`src/rtl/data_bus_arb_pkg.sv`:
```
// data_bus_arb_pkg
//   Shared definitions for the two-master data bus arbiter.
//   - arb_state_t : arbiter FSM states (ARB = open round-robin, BURST = M1 locked)
//   - owner_t     : master identifiers (M0 = CPU load/store, M1 = DMA/debug)
//   - BEAT_CNT_W  : width of the locked-burst beat counter
package data_bus_arb_pkg;

  typedef enum logic {
    ARB   = 1'b0,
    BURST = 1'b1
  } arb_state_t;

  typedef enum logic {
    M0 = 1'b0,
    M1 = 1'b1
  } owner_t;

  localparam int BEAT_CNT_W = 4;

endpackage

```
`src/rtl/arb_resp_slot.sv`:
```
// arb_resp_slot
//   Registered response capture for one master. On the edge that ends a
//   granted beat, the bridge's read data is latched and rvalid pulses for
//   one cycle. rdata holds until this master's next granted beat.
// Ports:
//   clk       in   system clock
//   reset     in   synchronous, active-low
//   gnt       in   this master's beat is on the bus this cycle
//   bus_rdata in   read data from the bridge (combinational)
//   rvalid    out  one-cycle response strobe
//   rdata     out  captured read data
module arb_resp_slot (
  input  logic        clk,
  input  logic        reset,
  input  logic        gnt,
  input  logic [31:0] bus_rdata,
  output logic        rvalid,
  output logic [31:0] rdata
);

  always_ff @(posedge clk) begin
    if (!reset) begin
      rvalid <= 1'b0;
      rdata  <= 32'd0;
    end else begin
      rvalid <= gnt;
      if (gnt) begin
        rdata <= bus_rdata;
      end
    end
  end

endmodule

```
`src/rtl/data_bus_arbiter.sv`:
```
// data_bus_arbiter
//   Shares the bridge's single data port between the CPU (M0) and a
//   DMA/debug engine (M1). Round-robin, one beat per cycle. M1 may hold the
//   bus with dma_lock, but once MAX_BURST locked beats have gone by while the
//   CPU is waiting, the CPU is granted the next beat.
// Parameters:
//   MAX_BURST  max consecutive locked M1 beats while M0 requests (1..15)
// Ports:
//   clk, reset                       clock; synchronous active-low reset
//   cpu_req/addr/wdata/byteen        M0 request (held until cpu_gnt)
//   cpu_gnt, cpu_rvalid, cpu_rdata   M0 grant and response
//   dma_req/lock/addr/wdata/byteen   M1 request (held until dma_gnt)
//   dma_gnt, dma_rvalid, dma_rdata   M1 grant and response
//   bus_addr/wdata/byteen            to the bridge's temp_data_* port
//   bus_rdata                        from the bridge (combinational)
module data_bus_arbiter
  import data_bus_arb_pkg::*;
#(
  parameter int MAX_BURST = 8
) (
  input  logic        clk,
  input  logic        reset,
  input  logic        cpu_req,
  input  logic [31:0] cpu_addr,
  input  logic [31:0] cpu_wdata,
  input  logic [3:0]  cpu_byteen,
  output logic        cpu_gnt,
  output logic        cpu_rvalid,
  output logic [31:0] cpu_rdata,
  input  logic        dma_req,
  input  logic        dma_lock,
  input  logic [31:0] dma_addr,
  input  logic [31:0] dma_wdata,
  input  logic [3:0]  dma_byteen,
  output logic        dma_gnt,
  output logic        dma_rvalid,
  output logic [31:0] dma_rdata,
  output logic [31:0] bus_addr,
  output logic [31:0] bus_wdata,
  output logic [3:0]  bus_byteen,
  input  logic [31:0] bus_rdata
);

  localparam logic [BEAT_CNT_W-1:0] MAX_CNT = BEAT_CNT_W'(MAX_BURST);

  arb_state_t             state, state_nxt;
  owner_t                 last, last_nxt;
  logic [BEAT_CNT_W-1:0]  beat_cnt, beat_cnt_nxt;
  logic                   cap_hit;

  always_ff @(posedge clk) begin
    if (!reset) begin
      state    <= ARB;
      last     <= M1;
      beat_cnt <= '0;
    end else begin
      state    <= state_nxt;
      last     <= last_nxt;
      beat_cnt <= beat_cnt_nxt;
    end
  end

  // Grants are suppressed while reset is low so that the beat in flight at
  // the reset edge never reaches the bridge as a committed write.
  always_comb begin
    cpu_gnt      = 1'b0;
    dma_gnt      = 1'b0;
    cap_hit      = 1'b0;
    state_nxt    = state;
    last_nxt     = last;
    beat_cnt_nxt = beat_cnt;

    if (reset) begin
      unique case (state)
        ARB: begin
          if (cpu_req && dma_req) begin
            cpu_gnt = (last == M1);
            dma_gnt = (last == M0);
          end else begin
            cpu_gnt = cpu_req;
            dma_gnt = dma_req;
          end
          if (dma_gnt && dma_lock) begin
            state_nxt    = BURST;
            beat_cnt_nxt = BEAT_CNT_W'(1);
          end else begin
            beat_cnt_nxt = '0;
          end
        end

        BURST: begin
          // >= rather than ==: the counter can run past the cap while the
          // CPU is idle, and a CPU request arriving then must still win.
          cap_hit = cpu_req && (beat_cnt >= MAX_CNT);
          dma_gnt = dma_req && !cap_hit;
          cpu_gnt = cpu_req && !dma_gnt;
          if (dma_gnt && dma_lock) begin
            if (!(&beat_cnt)) begin
              beat_cnt_nxt = beat_cnt + BEAT_CNT_W'(1);
            end
          end else begin
            state_nxt    = ARB;
            beat_cnt_nxt = '0;
          end
        end

        default: begin
          state_nxt    = ARB;
          beat_cnt_nxt = '0;
        end
      endcase

      if (cpu_gnt) begin
        last_nxt = M0;
      end else if (dma_gnt) begin
        last_nxt = M1;
      end
    end
  end

  always_comb begin
    bus_addr   = 32'd0;
    bus_wdata  = 32'd0;
    bus_byteen = 4'd0;
    if (cpu_gnt) begin
      bus_addr   = cpu_addr;
      bus_wdata  = cpu_wdata;
      bus_byteen = cpu_byteen;
    end else if (dma_gnt) begin
      bus_addr   = dma_addr;
      bus_wdata  = dma_wdata;
      bus_byteen = dma_byteen;
    end
  end

  arb_resp_slot u_cpu_slot (
    .clk       (clk),
    .reset     (reset),
    .gnt       (cpu_gnt),
    .bus_rdata (bus_rdata),
    .rvalid    (cpu_rvalid),
    .rdata     (cpu_rdata)
  );

  arb_resp_slot u_dma_slot (
    .clk       (clk),
    .reset     (reset),
    .gnt       (dma_gnt),
    .bus_rdata (bus_rdata),
    .rvalid    (dma_rvalid),
    .rdata     (dma_rdata)
  );

endmodule
```
`config.mk`:
```
export PLATFORM = sky130hd
export DESIGN_NAME = data_bus_arbiter
export DESIGN_NICKNAME = d
export VERILOG_FILES = /design/src/rtl/data_bus_arb_pkg.sv /design/src/rtl/arb_resp_slot.sv /design/src/rtl/data_bus_arbiter.sv
export SDC_FILE = /design/constraint.sdc
export NUM_CORES = 1
export LEC_CHECK = 0
export ABC_AREA = 1
export CAP_MARGIN = 5
export CORE_AREA = 2 2 122 124
export DETAILED_ROUTE_END_ITERATION = 6
export DIE_AREA = 0 0 124 126
export DONT_BUFFER_PORTS = 1
export PLACE_DENSITY = 0.44
export SLEW_MARGIN = 15
export SYNTH_ARGS = -nofsm -noshare
export SYNTH_HDL_FRONTEND = slang
export SYNTH_SLANG_ARGS = --single-unit
```
`constraint.sdc`:
```
create_clock -name clk -period 1.7 [get_ports clk]
set_input_delay 0.255 -clock clk [delete_from_list [all_inputs] [get_ports clk]]
set_output_delay 0.255 -clock clk [all_outputs]
set_load 0.03 [all_outputs]
```
## Word-level counts from Yosys, hierarchy flattened

Index checks and enable logic that the tools add are counted.

| word-level totals | value |
|---|---|
| bits in registers | 72 |
| input port bits | 173 |
| logic and storage cells | 47 |

| operators by class | value |
|---|---|
| add/subtract/negate cells | 1 |
| $lt $le $gt $ge | 1 |
| eq/ne operators | 1 |
| muxes and demuxes | 25 |
| bitwise operators | 2 |
| reduce and logical (&&, ||, !) cells | 10 |

Operators by type and width:

| cell | count |
|---|---|
| $mux W32 | 4 |
| $mux W4 | 4 |
| $mux W1 | 13 |
| $pmux W4 S2 | 1 |
| $logic_and A1 B1 Y1 | 6 |
| $pmux W1 S2 | 3 |
| $add A4 B1 Y4 const B | 1 |
| $ge A4 B4 Y1 const B | 1 |
| $reduce_and A4 Y1 | 1 |
| $ne A3 B3 Y1 const B | 1 |
| $logic_not A1 Y1 | 2 |
| $not A1 Y1 | 2 |
| $reduce_bool A2 Y1 | 1 |

## Logic depth before layout (Yosys ltp)

Gate-level depths: netlist (run 1).

| logic depth | value |
|---|---|
| depth after elaboration | 10 |
| gate-level depth with buffers | 9 |
| gate-level depth less buffers | 7 |

## Hierarchy

Synthesis (run 1) repeated with hierarchy kept, for this count alone.

| second synthesis, totals | value |
|---|---|
| cell total of the unflattened synthesis | 687 |
| area, all modules | 3935.0 um^2 |

By module, submodules not included:

| module | instances | cells each | area an instance (um^2) |
|---|---|---|---|
| arb_resp_slot | 2 | 206 | 1361.3 |
| data_bus_arbiter | 1 | 275 | 1212.4 |

## Worst setup path after synthesis (run 1)

No wires, ideal clock.

| path | value |
|---|---|
| path type | register to output |
| from | register beat_cnt[3] |
| to | output port bus_addr[20] |
| arrival | 1.343 ns |
| data required time | 1.445 ns |
| setup slack | 0.102 ns |
| stages on the path, launching flop included | 8 |
| path through | dfxtp_1 > nand2_1 > nand2_1 > nand3_2 > nor2_2 > buf_4 > nand2_1 > nand2_1 |

| on the way | value |
|---|---|
| longest elaborated chain between the ends | 10 |
| elaborated cells between the ends (all ways) | 14 |

RTL lines:

| element | line | source |
|---|---|---|
| from (decl) | data_bus_arbiter.sv:48 | `logic [BEAT_CNT_W-1:0] beat_cnt, beat_cnt_nxt;` |
| from (signal assigned) | data_bus_arbiter.sv:59 | `beat_cnt <= beat_cnt_nxt;` |
| $ge A4 B4 Y1 | data_bus_arbiter.sv:94 | `cap_hit = cpu_req && (beat_cnt >= MAX_CNT);` |
| $logic_and A1 B1 Y1 | data_bus_arbiter.sv:94 |  |
| $logic_not A1 Y1 | data_bus_arbiter.sv:95 | `dma_gnt = dma_req && !cap_hit;` |
| $logic_and A1 B1 Y1 | data_bus_arbiter.sv:95 |  |
| $logic_not A1 Y1 | data_bus_arbiter.sv:96 | `cpu_gnt = cpu_req && !dma_gnt;` |
| $logic_and A1 B1 Y1 | data_bus_arbiter.sv:96 |  |
| $pmux W1 S2 | data_bus_arbiter.sv:74 | `unique case (state)` |
| $mux W1 (2 in a row) | data_bus_arbiter.sv:73 | `if (reset) begin` |
| via cpu_gnt | data_bus_arbiter.sv:27 | `output logic cpu_gnt,` |
| $mux W32 | data_bus_arbiter.sv:125 | `if (cpu_gnt) begin` |
| to (decl) | data_bus_arbiter.sv:38 | `output logic [31:0] bus_addr,` |

The timed path passes the listed nets, and every way through them passes these cells. The select of a mux whose other input is x is not followed.

## Worst setup path in the final report (run 1)

| path | value |
|---|---|
| from | register beat_cnt[3] |
| to | output port bus_wdata[14] |

| on the way | value |
|---|---|
| longest elaborated chain between the ends | 10 |
| elaborated cells between the ends (all ways) | 14 |

RTL lines:

| element | line | source |
|---|---|---|
| $ge A4 B4 Y1 (*) | data_bus_arbiter.sv:94 |  |
| $logic_and A1 B1 Y1 (*) | data_bus_arbiter.sv:94 |  |
| $logic_not A1 Y1 (*) | data_bus_arbiter.sv:95 |  |
| $logic_and A1 B1 Y1 (*) | data_bus_arbiter.sv:95 |  |
| $logic_not A1 Y1 | data_bus_arbiter.sv:96 |  |
| $logic_and A1 B1 Y1 | data_bus_arbiter.sv:96 |  |
| $pmux W1 S2 | data_bus_arbiter.sv:74 |  |
| $mux W1 (2 in a row) | data_bus_arbiter.sv:73 |  |
| $mux W32 (*) | data_bus_arbiter.sv:125 |  |
| to (decl) | data_bus_arbiter.sv:39 | `output logic [31:0] bus_wdata,` |

Every way passes the cells marked *; elsewhere a longest branch is shown, timed or not. The select of a mux whose other input is x is not followed.

==> results.sh, run 1 <==
export IMPL_cp_arrival_ns=1.71
export IMPL_routedWlPerCell_um=19.0
export IMPL_drt_antenna_violating_nets=0
export IMPL_cpMostUsedCell="nand2_2"
export IMPL_nets=849
export IMPL_cp_max_fo=6
export IMPL_crit_slowest_cell="dfxtp_2"
export IMPL_cts_buffers=9
export IMPL_required_ns=1.44
export IMPL_wirelength_um=16500
export IMPL_initial_core_util=0.254
export IMPL_r2r_setup_slack_ns=-0.16
export IMPL_path_class="reg2out"
export IMPL_dp_hpwl_um=11500
export IMPL_grt_total_usage=0.188
export IMPL_syn2layout_area_growth_pct=64.3
export IMPL_first_pass_iters=4
export IMPL_cts_reportedPaths_clkPinSlew_ns=0.06
export IMPL_dieArea_um2=15600
export IMPL_cap_violations=0
export IMPL_ys_warn_count=0
export IMPL_synthCells=617
export IMPL_synth_avg_cell_area_um2=5.90
export IMPL_avgViaCountPerCell=4.68
export IMPL_fmax_mhz=510
export IMPL_clock_path_buffers=2
export IMPL_power_w=0.00582
export IMPL_synth_nets=792
export IMPL_grt_pass1_wl_um=21600
export IMPL_min_path_cells=2
export IMPL_drtIter0Drc=238
export IMPL_die_x_um=124
export IMPL_post_route_period_util=1.15
export IMPL_grt_max_degree=66
export IMPL_p_leak_nw=2.79
export IMPL_ios=309
export IMPL_setup_viol=103
export IMPL_die_y_um=126
export IMPL_hold_path_class="in2reg"
export IMPL_rsz0062_at_grt="yes"
export IMPL_drive_gt1_frac=0.317
export IMPL_numClockSinks=72
export IMPL_crit_path_start_kind="flop"
export IMPL_tightest_slew_ns=0.665
export IMPL_finalCriticalPeriod_ns=1.96
export IMPL_core_um2=14300
export IMPL_r2r_cells=13
export IMPL_path_cells="nand2_4, nand2_1, nand2_1, nand2_2, nor2_4, buf_12, clkbuf_16, nand2_2, nand2_2, buf_12"
export IMPL_r2r_end="u_dma_slot.rdata[22]"
export IMPL_violations="setup timing"
export IMPL_hp_start="reset"
export IMPL_htree_levels=3
export IMPL_synthDominantAreaCellType="dfxtp_1"
export IMPL_crit_buf_inv=3
export IMPL_clk_latency_ns=0.33
export IMPL_synth_top_area_frac=0.396
export IMPL_skew_ns=0.00581
export IMPL_fp_row_count=44
export IMPL_place_congestion=0.849
export IMPL_seq_area_frac_synth=0.396
export IMPL_p_per_area_nw_per_um2=974
export IMPL_critPathMaxStageDelay_ns=0.33
export IMPL_numPortBuffers=0
export IMPL_synth_area_top_cells="dfxtp_1, nand2_1, nor2_1"
export IMPL_synth_seq_cells=72
export IMPL_antenna_found_initial=0
export IMPL_relSlewSlack=0.557
export IMPL_fin_ws_ns=-0.261
export IMPL_run_status="finished with violations"
export IMPL_crit_family="simple AND/OR/NAND/NOR gates"
export IMPL_cts_tree="built"
export IMPL_hold_buffers=0
export IMPL_grt_overflow_total=0
export IMPL_cts_root_buf="clkbuf_16"
export IMPL_r2r_start="state"
export IMPL_vias=4041
export IMPL_final_common_cell="nand2_1"
export IMPL_grt_pass1_vias=3728
export IMPL_hold_slack_ns=0.0402
export IMPL_finalHoldViolCount=0
export IMPL_end_kind="primary output"
export IMPL_synth_area_um2=3640
export IMPL_min_to="u_cpu_slot.rdata[22]"
export IMPL_dpl_worst_slack_ns=0.0631
export IMPL_final_cell_mix="nand2_1, nor2_1, dfxtp_1, nand2_2, buf_12"
export IMPL_synth_cell_types=20
export IMPL_drv_slew=0
export IMPL_ir_drop_v=0.000672
export IMPL_drc=0
## metrics by stage
step	instances	area, um2	TNS, ns	util
2_1_floorplan	617	3640	0	-
3_3_place_gp	823	4620	0	0.323
3_5_place_dp	823	4620	0	0.323
4_1_cts	854	5570	-14.35	0.389
5_1_grt	863	5980	-27.51	0.417
6_report	864	5980	-18.64	0.418
## how the worst max path moves through the flow
stage / start / end / slack, ns / cells past startpoint
floorplan: beat_cnt[3] / bus_addr[20] / 0.10 / 7
CTS: last / bus_wdata[13] / -0.25 / 10
detailed placement: beat_cnt[3] / bus_addr[4] / 0.06 / 9
global placement: state / bus_addr[16] / 0.09 / 9
finish: beat_cnt[3] / bus_wdata[14] / -0.26 / 10
global route: beat_cnt[3] / bus_byteen[1] / -0.34 / 10
## timing repair
action | in CTS | in global routing
gates cloned | 3 | 8
pin swaps | 11 | 34
endpoints found under the setup margin | 70 | 135
buffers inserted | 12 | 3
resized for setup | 132 | 57
## synth_stat cells
library cell	number
a21o_1	1
a21oi_1	21
buf_2	16
buf_4	4
buf_6	2
clkbuf_1	12
dfxtp_1	72
ha_1	2
inv_1	38
inv_2	1
nand2_1	317
nand2_2	1
nand3_1	4
nand3_2	1
nand4_1	3
nor2_1	102
nor2_2	1
nor2_4	1
nor3_1	3
o21ai_0	15
## worst register-to-register path: stages, from the launching register on
cell,delay [ns]
dfxtp_2,0.35
nand2_2,0.06
inv_2,0.08
nand2_4,0.06
buf_4,0.13
buf_4,0.12
buf_4,0.13
buf_4,0.12
buf_4,0.12
buf_4,0.12
nand2_2,0.12
buf_12,0.17
nand2_1,0.08
a21oi_1,0.14
## sequential cells by signal, indices dropped and copies added, names as in the netlist
signal and count:
u_cpu_slot.rdata 32, u_dma_slot.rvalid 1, beat_cnt 4, state 1
u_cpu_slot.rvalid 1, last 1, u_dma_slot.rdata 32
## area by class of cell
cell class / count / area (um2)
Multi-Input combinational cell: 472 / 2390
Clock inverter: 5 / 104
Timing Repair Buffer: 80 / 1420
Tap cell: 184 / 230
Clock buffer: 11 / 243
Fill cell: 1417 / 8340
Inverter: 39 / 146
Antenna cell: 1 / 2.50
Sequential cell: 72 / 1450
## metal layers
| metal | GRT usage | vias up | wire length, um |
|---|---|---|---|
| met5 | 0 | - | 0 |
| met4 | 0.0701 | 0 | 479 |
| met3 | 0.0765 | 28 | 1840 |
| met2 | 0.311 | 215 | 7880 |
| met1 | 0.215 | 1833 | 6260 |
| li1 | - | 1965 | - |
## power breakdown
| group | total (W) | internal, W | switching [W] |
|---|---|---|---|
| clock network | 0.00217 | 0.00147 | 0.000697 |
| registers | 0.00218 | 0.00183 | 0.000359 |
| logic | 0.00147 | 0.000645 | 0.000822 |
| total | 0.00582 | 0.00394 | 0.00188 |
## cells by family after synthesis
kind of cell	count (synthesis)	share of synthesized area
compound gates	37	0.0516
buf+inv	73	0.0891
fa+ha+maj	2	0.00688
flops	72	0.396
simple gates	433	0.456
(Power assumes the default switching activity.)
==> inputs of run 2 (changes only) <==
SETUP_SLACK_MARGIN = 0.15   (was default)
SLEW_MARGIN = 20   (was 15)
==> results.sh, run 2 (synthesized netlist as in run 1, its figures left out) <==
export IMPL_violations="setup timing"
export IMPL_crit_path_start_kind="flop"
export IMPL_placed_area_um2=4470
export IMPL_core_um2=14300
export IMPL_p_per_area_nw_per_um2=886
export IMPL_place_congestion=0.796
export IMPL_die_y_um=126
export IMPL_cp_arrival_ns=1.76
export IMPL_cts_buffers=9
export IMPL_antenna_found_initial=1
export IMPL_drc=0
export IMPL_cts_tree="built"
export IMPL_routedWlPerCell_um=21.6
export IMPL_p_int_w=0.00380
export IMPL_final_common_cell="nand2_1"
export IMPL_swShare=0.350
export IMPL_htree_levels=3
export IMPL_grt_total_usage=0.215
export IMPL_clk_latency_ns=0.33
export IMPL_ir_drop_v=0.000508
export IMPL_relSlewSlack=0.738
export IMPL_drv_slew=0
export IMPL_hold_path_class="in2reg"
export IMPL_power_w=0.00586
export IMPL_instances_no_fill=860
export IMPL_finalCriticalPeriod_ns=2.01
export IMPL_dp_hpwl_um=12000
export IMPL_cts_reportedPaths_clkPinSlew_ns=0.06
export IMPL_p_seq_frac=0.374
export IMPL_post_route_period_util=1.18
export IMPL_top_regs="u_cpu_slot.rdata (32), u_dma_slot.rdata (32), beat_cnt (4)"
export IMPL_vias=4157
export IMPL_syn2layout_area_growth_pct=81.7
export IMPL_fp_row_count=44
export IMPL_cap_violations=0
export IMPL_rsz0062_at_grt="yes"
export IMPL_ios=309
export IMPL_p_leak_nw=3.07
export IMPL_finalHoldViolCount=0
export IMPL_first_pass_iters=5
export IMPL_die_x_um=124
export IMPL_placed_cells=809
export IMPL_hold_buffers=0
export IMPL_numClockSinks=72
export IMPL_fin_tns_setup_ns=-22.71
export IMPL_drtIter0Drc=181
export IMPL_skew_ns=0.00405
export IMPL_initial_core_util=0.254
export IMPL_fin_ws_ns=-0.314
export IMPL_clock_path_buffers=2
export IMPL_final_cell_mix="nand2_1, nor2_1, nand2_4, dfxtp_1, nand2_2"
export IMPL_run_status="finished with violations"
export IMPL_r2r_setup_slack_ns=-0.24
export IMPL_nets=845
export IMPL_numPortBuffers=0
export IMPL_final_area_um2=6610
export IMPL_tightest_slew_ns=0.393
export IMPL_grt_pass1_vias=4118
export IMPL_grt_overflow_total=0
export IMPL_setup_viol=103
export IMPL_fin_util=0.462
export IMPL_path_class="reg2out"
export IMPL_grt_max_degree=66
export IMPL_avgViaCountPerCell=4.83
export IMPL_cts_root_buf="clkbuf_16"
export IMPL_cp_max_fo=5
export IMPL_end_kind="primary output"
export IMPL_required_ns=1.44
export IMPL_drt_antenna_violating_nets=0
export IMPL_drive_gt1_frac=0.406
export IMPL_fmax_mhz=497
export IMPL_p_comb_frac=0.279
export IMPL_grt_pass1_wl_um=24500
export IMPL_dieArea_um2=15600
export IMPL_wirelength_um=18600
export IMPL_p_switching_w=0.00205
export IMPL_clock_power_share=0.347
[run 2: through the flow]
step	hold slack, ns	setup slack [ns]
floorplan	0.390	0.107
detailed placement	0.383	-0.0593
finish	0.0369	-0.314
CTS	0.0266	-0.306
global route	0.0352	-0.371
global placement	0.382	-0.0247
[run 2: final timing paths]
path | to | startpoint | cells after the start
worst max register to register | u_dma_slot.rdata[22] | state | 13
worst min-delay path | u_cpu_slot.rdata[15] | reset | 2
worst max-delay path | bus_addr[2] | beat_cnt[3] | 10
worst min register to register | last | last | 2
[run 2: cell type report]
class                      instances  area (um2)
fill                            1321        7700
clock buffer                       9         225
inverter                          39         146
sequential                        72        1450
antenna                            1        2.50
timing repair buffer              76        1340
clock inverter                     7        95.1
tap                              184         230
multi-input combinational        472        3130
[run 2: routing by layer]
| metal | vias to the layer above | global-route usage | routed length, um |
|---|---|---|---|
| met4 | 0 | 0.114 | 891 |
| met1 | 1929 | 0.236 | 6770 |
| met3 | 47 | 0.0729 | 1790 |
| li1 | 1961 | - | - |
| met2 | 220 | 0.362 | 9130 |
| met5 | - | 0 | 0 |
[run 2: repair_timing]
item | 4_1_cts | 5_1_grt
endpoints found under the hold margin | 0 | 0
pin swaps | 40 | 56
cloned | 10 | 3
resized for setup | 206 | 115
endpoints found under the setup margin | 102 | 135
setup buffers | 19 | 2
[run 2: worst max-delay path, cell delays in order, from the launching register on]
cell	delay, ns
dfxtp_2	0.33
nand2_4	0.08
nand2_2	0.06
nand2_2	0.08
nand2_4	0.06
nor2_4	0.17
buf_6	0.18
buf_16	0.14
nand2_1	0.10
nand2_2	0.10
buf_12	0.12
[run 2: power groups by stage]
stage	clock network [W]	logic (W)	registers, W
after floorplan	0	0.000757	0.00218
after global placement	0	0.00109	0.00222
after detailed placement	0	0.00111	0.00222
after CTS	0.00208	0.00145	0.00219
after global routing	0.00215	0.00175	0.00220
final	0.00203	0.00163	0.00219
==> inputs of run 3 (changes only) <==
==> constraint.sdc (replaced) <==
create_clock -name clk -period 1.7 [get_ports clk]
set_input_delay 0.34 -clock clk [delete_from_list [all_inputs] [get_ports clk]]
set_output_delay 0.34 -clock clk [all_outputs]
set_load 0.03 [all_outputs]
==> results.sh, run 3 (synthesized netlist as in run 1, its figures left out) <==
export IMPL_crit_path_start_kind="flop"
export IMPL_fmax_mhz=479
export IMPL_dp_hpwl_um=11200
export IMPL_clock_path_buffers=2
export IMPL_cts_buffers=9
export IMPL_cpMostUsedCell="buf_6"
export IMPL_finalCriticalPeriod_ns=2.09
export IMPL_core_um2=14300
export IMPL_die_x_um=124
export IMPL_nets=823
export IMPL_cp_max_fo=3
export IMPL_grt_overflow_total=0
export IMPL_setup_viol=71
export IMPL_violations="setup timing"
export IMPL_wirelength_um=17100
export IMPL_grt_pass1_wl_um=22600
export IMPL_fin_tns_setup_ns=-24.38
export IMPL_end_kind="flop"
export IMPL_fin_ws_ns=-0.388
export IMPL_ios=309
export IMPL_fillerInstances=1446
export IMPL_htree_levels=3
export IMPL_antenna_found_initial=0
export IMPL_post_route_period_util=1.23
export IMPL_top_regs="u_cpu_slot.rdata (32), u_dma_slot.rdata (32), beat_cnt (4)"
export IMPL_place_congestion=0.920
export IMPL_cts_reportedPaths_clkPinSlew_ns=0.05
export IMPL_p_per_area_nw_per_um2=887
export IMPL_initial_core_util=0.254
export IMPL_crit_slowest_cell="dfxtp_2"
export IMPL_numClockSinks=72
export IMPL_power_w=0.00520
export IMPL_r2r_setup_slack_ns=-0.39
export IMPL_grt_pass1_vias=3855
export IMPL_run_status="finished with violations"
export IMPL_cap_violations=0
export IMPL_numPortBuffers=0
export IMPL_vias=3986
export IMPL_rsz0062_at_grt="yes"
export IMPL_hold_slack_ns=0.139
export IMPL_skew_ns=0.00375
export IMPL_avgViaCountPerCell=4.77
export IMPL_relSlewSlack=0.744
export IMPL_critPathMaxStageDelay_ns=0.35
export IMPL_grt_max_degree=66
export IMPL_syn2layout_area_growth_pct=61.0
export IMPL_drt_antenna_violating_nets=0
export IMPL_path_class="reg2reg"
export IMPL_required_ns=1.92
export IMPL_cts_tree="built"
export IMPL_dieArea_um2=15600
export IMPL_cts_root_buf="clkbuf_16"
export IMPL_path_cells="nand2_2, buf_6, buf_4, buf_4, buf_6, buf_4, buf_4, buf_6, buf_6, buf_4, buf_6, buf_6, a21oi_2, nand4_1, nand2_1, nor2_1"
export IMPL_drive_gt1_frac=0.352
export IMPL_routedWlPerCell_um=20.5
export IMPL_fin_util=0.409
export IMPL_placed_cells=779
export IMPL_antenna_cells=0
export IMPL_finalHoldViolCount=0
export IMPL_drv_slew=0
export IMPL_first_pass_iters=4
export IMPL_fp_row_count=44
export IMPL_drtIter0Drc=155
export IMPL_final_common_cell="nand2_1"
export IMPL_clk_latency_ns=0.32
export IMPL_die_y_um=126
export IMPL_final_cell_mix="nand2_1, nor2_1, nand2_4, dfxtp_1, nand2_2"
export IMPL_cp_arrival_ns=2.31
export IMPL_grt_total_usage=0.197
export IMPL_hold_path_class="in2reg"
export IMPL_p_leak_nw=2.62
export IMPL_drc=0
export IMPL_instances_no_fill=835
export IMPL_ir_drop_v=0.000600
export IMPL_tightest_slew_ns=0.384
-- run 3: routing by layer --
| layer | wire (um) | vias to the layer above | global-route usage |
|---|---|---|---|
| met3 | 1660 | 22 | 0.0661 |
| li1 | - | 1914 | - |
| met1 | 6360 | 1848 | 0.220 |
| met5 | 0 | - | 0 |
| met4 | 373 | 0 | 0.0668 |
| met2 | 8710 | 202 | 0.347 |
-- run 3: critical path: cells and delay by family (launching register included) --
family | cells | cell delay [ns]
flops | 1 | 0.35
simple gates | 4 | 0.30
compound gates | 1 | 0.10
buf+inv | 11 | 1.21
-- run 3: repair_timing --
item / 4_1_cts / 5_1_grt
cloned: 11 / 4
resized for setup: 152 / 79
pin swaps: 19 / 44
buffers inserted: 23 / 4
endpoints found under the setup margin: 102 / 103
hold endpoints to repair: 0 / 0
hold buffers: 0 / 0
-- run 3: final timing paths --
path | end | cells after the start | startpoint
worst max register to register | beat_cnt[0] | 16 | state
worst min-delay path | u_cpu_slot.rdata[1] | 2 | reset
worst max-delay path | beat_cnt[0] | 16 | state
worst min register to register | last | 2 | last
-- run 3: area by class of cell --
class                      instances  area, um2  area share
multi-input combinational        472       2930       0.499
sequential                        72       1440       0.246
timing repair buffer              54        857       0.146
clock buffer                      13        250      0.0427
tap                              184        230      0.0393
inverter                          39        146      0.0250
clock inverter                     1       5.00    0.000854
-- run 3: stage by stage --
| stage | setup WS (ns) | instance area [um2] |
|---|---|---|
| after floorplan | 0.138 | 3890 |
| after global placement | 0.0251 | 4050 |
| after detailed placement | -0.0437 | 4050 |
| after CTS | -0.352 | 5360 |
| after global routing | -0.455 | 5860 |
| final | -0.388 | 5860 |
-- run 3: report_power, final --
part	switching [W]	internal (W)
clock network	0.000661	0.00101
registers	0.000357	0.00183
logic	0.000859	0.000486
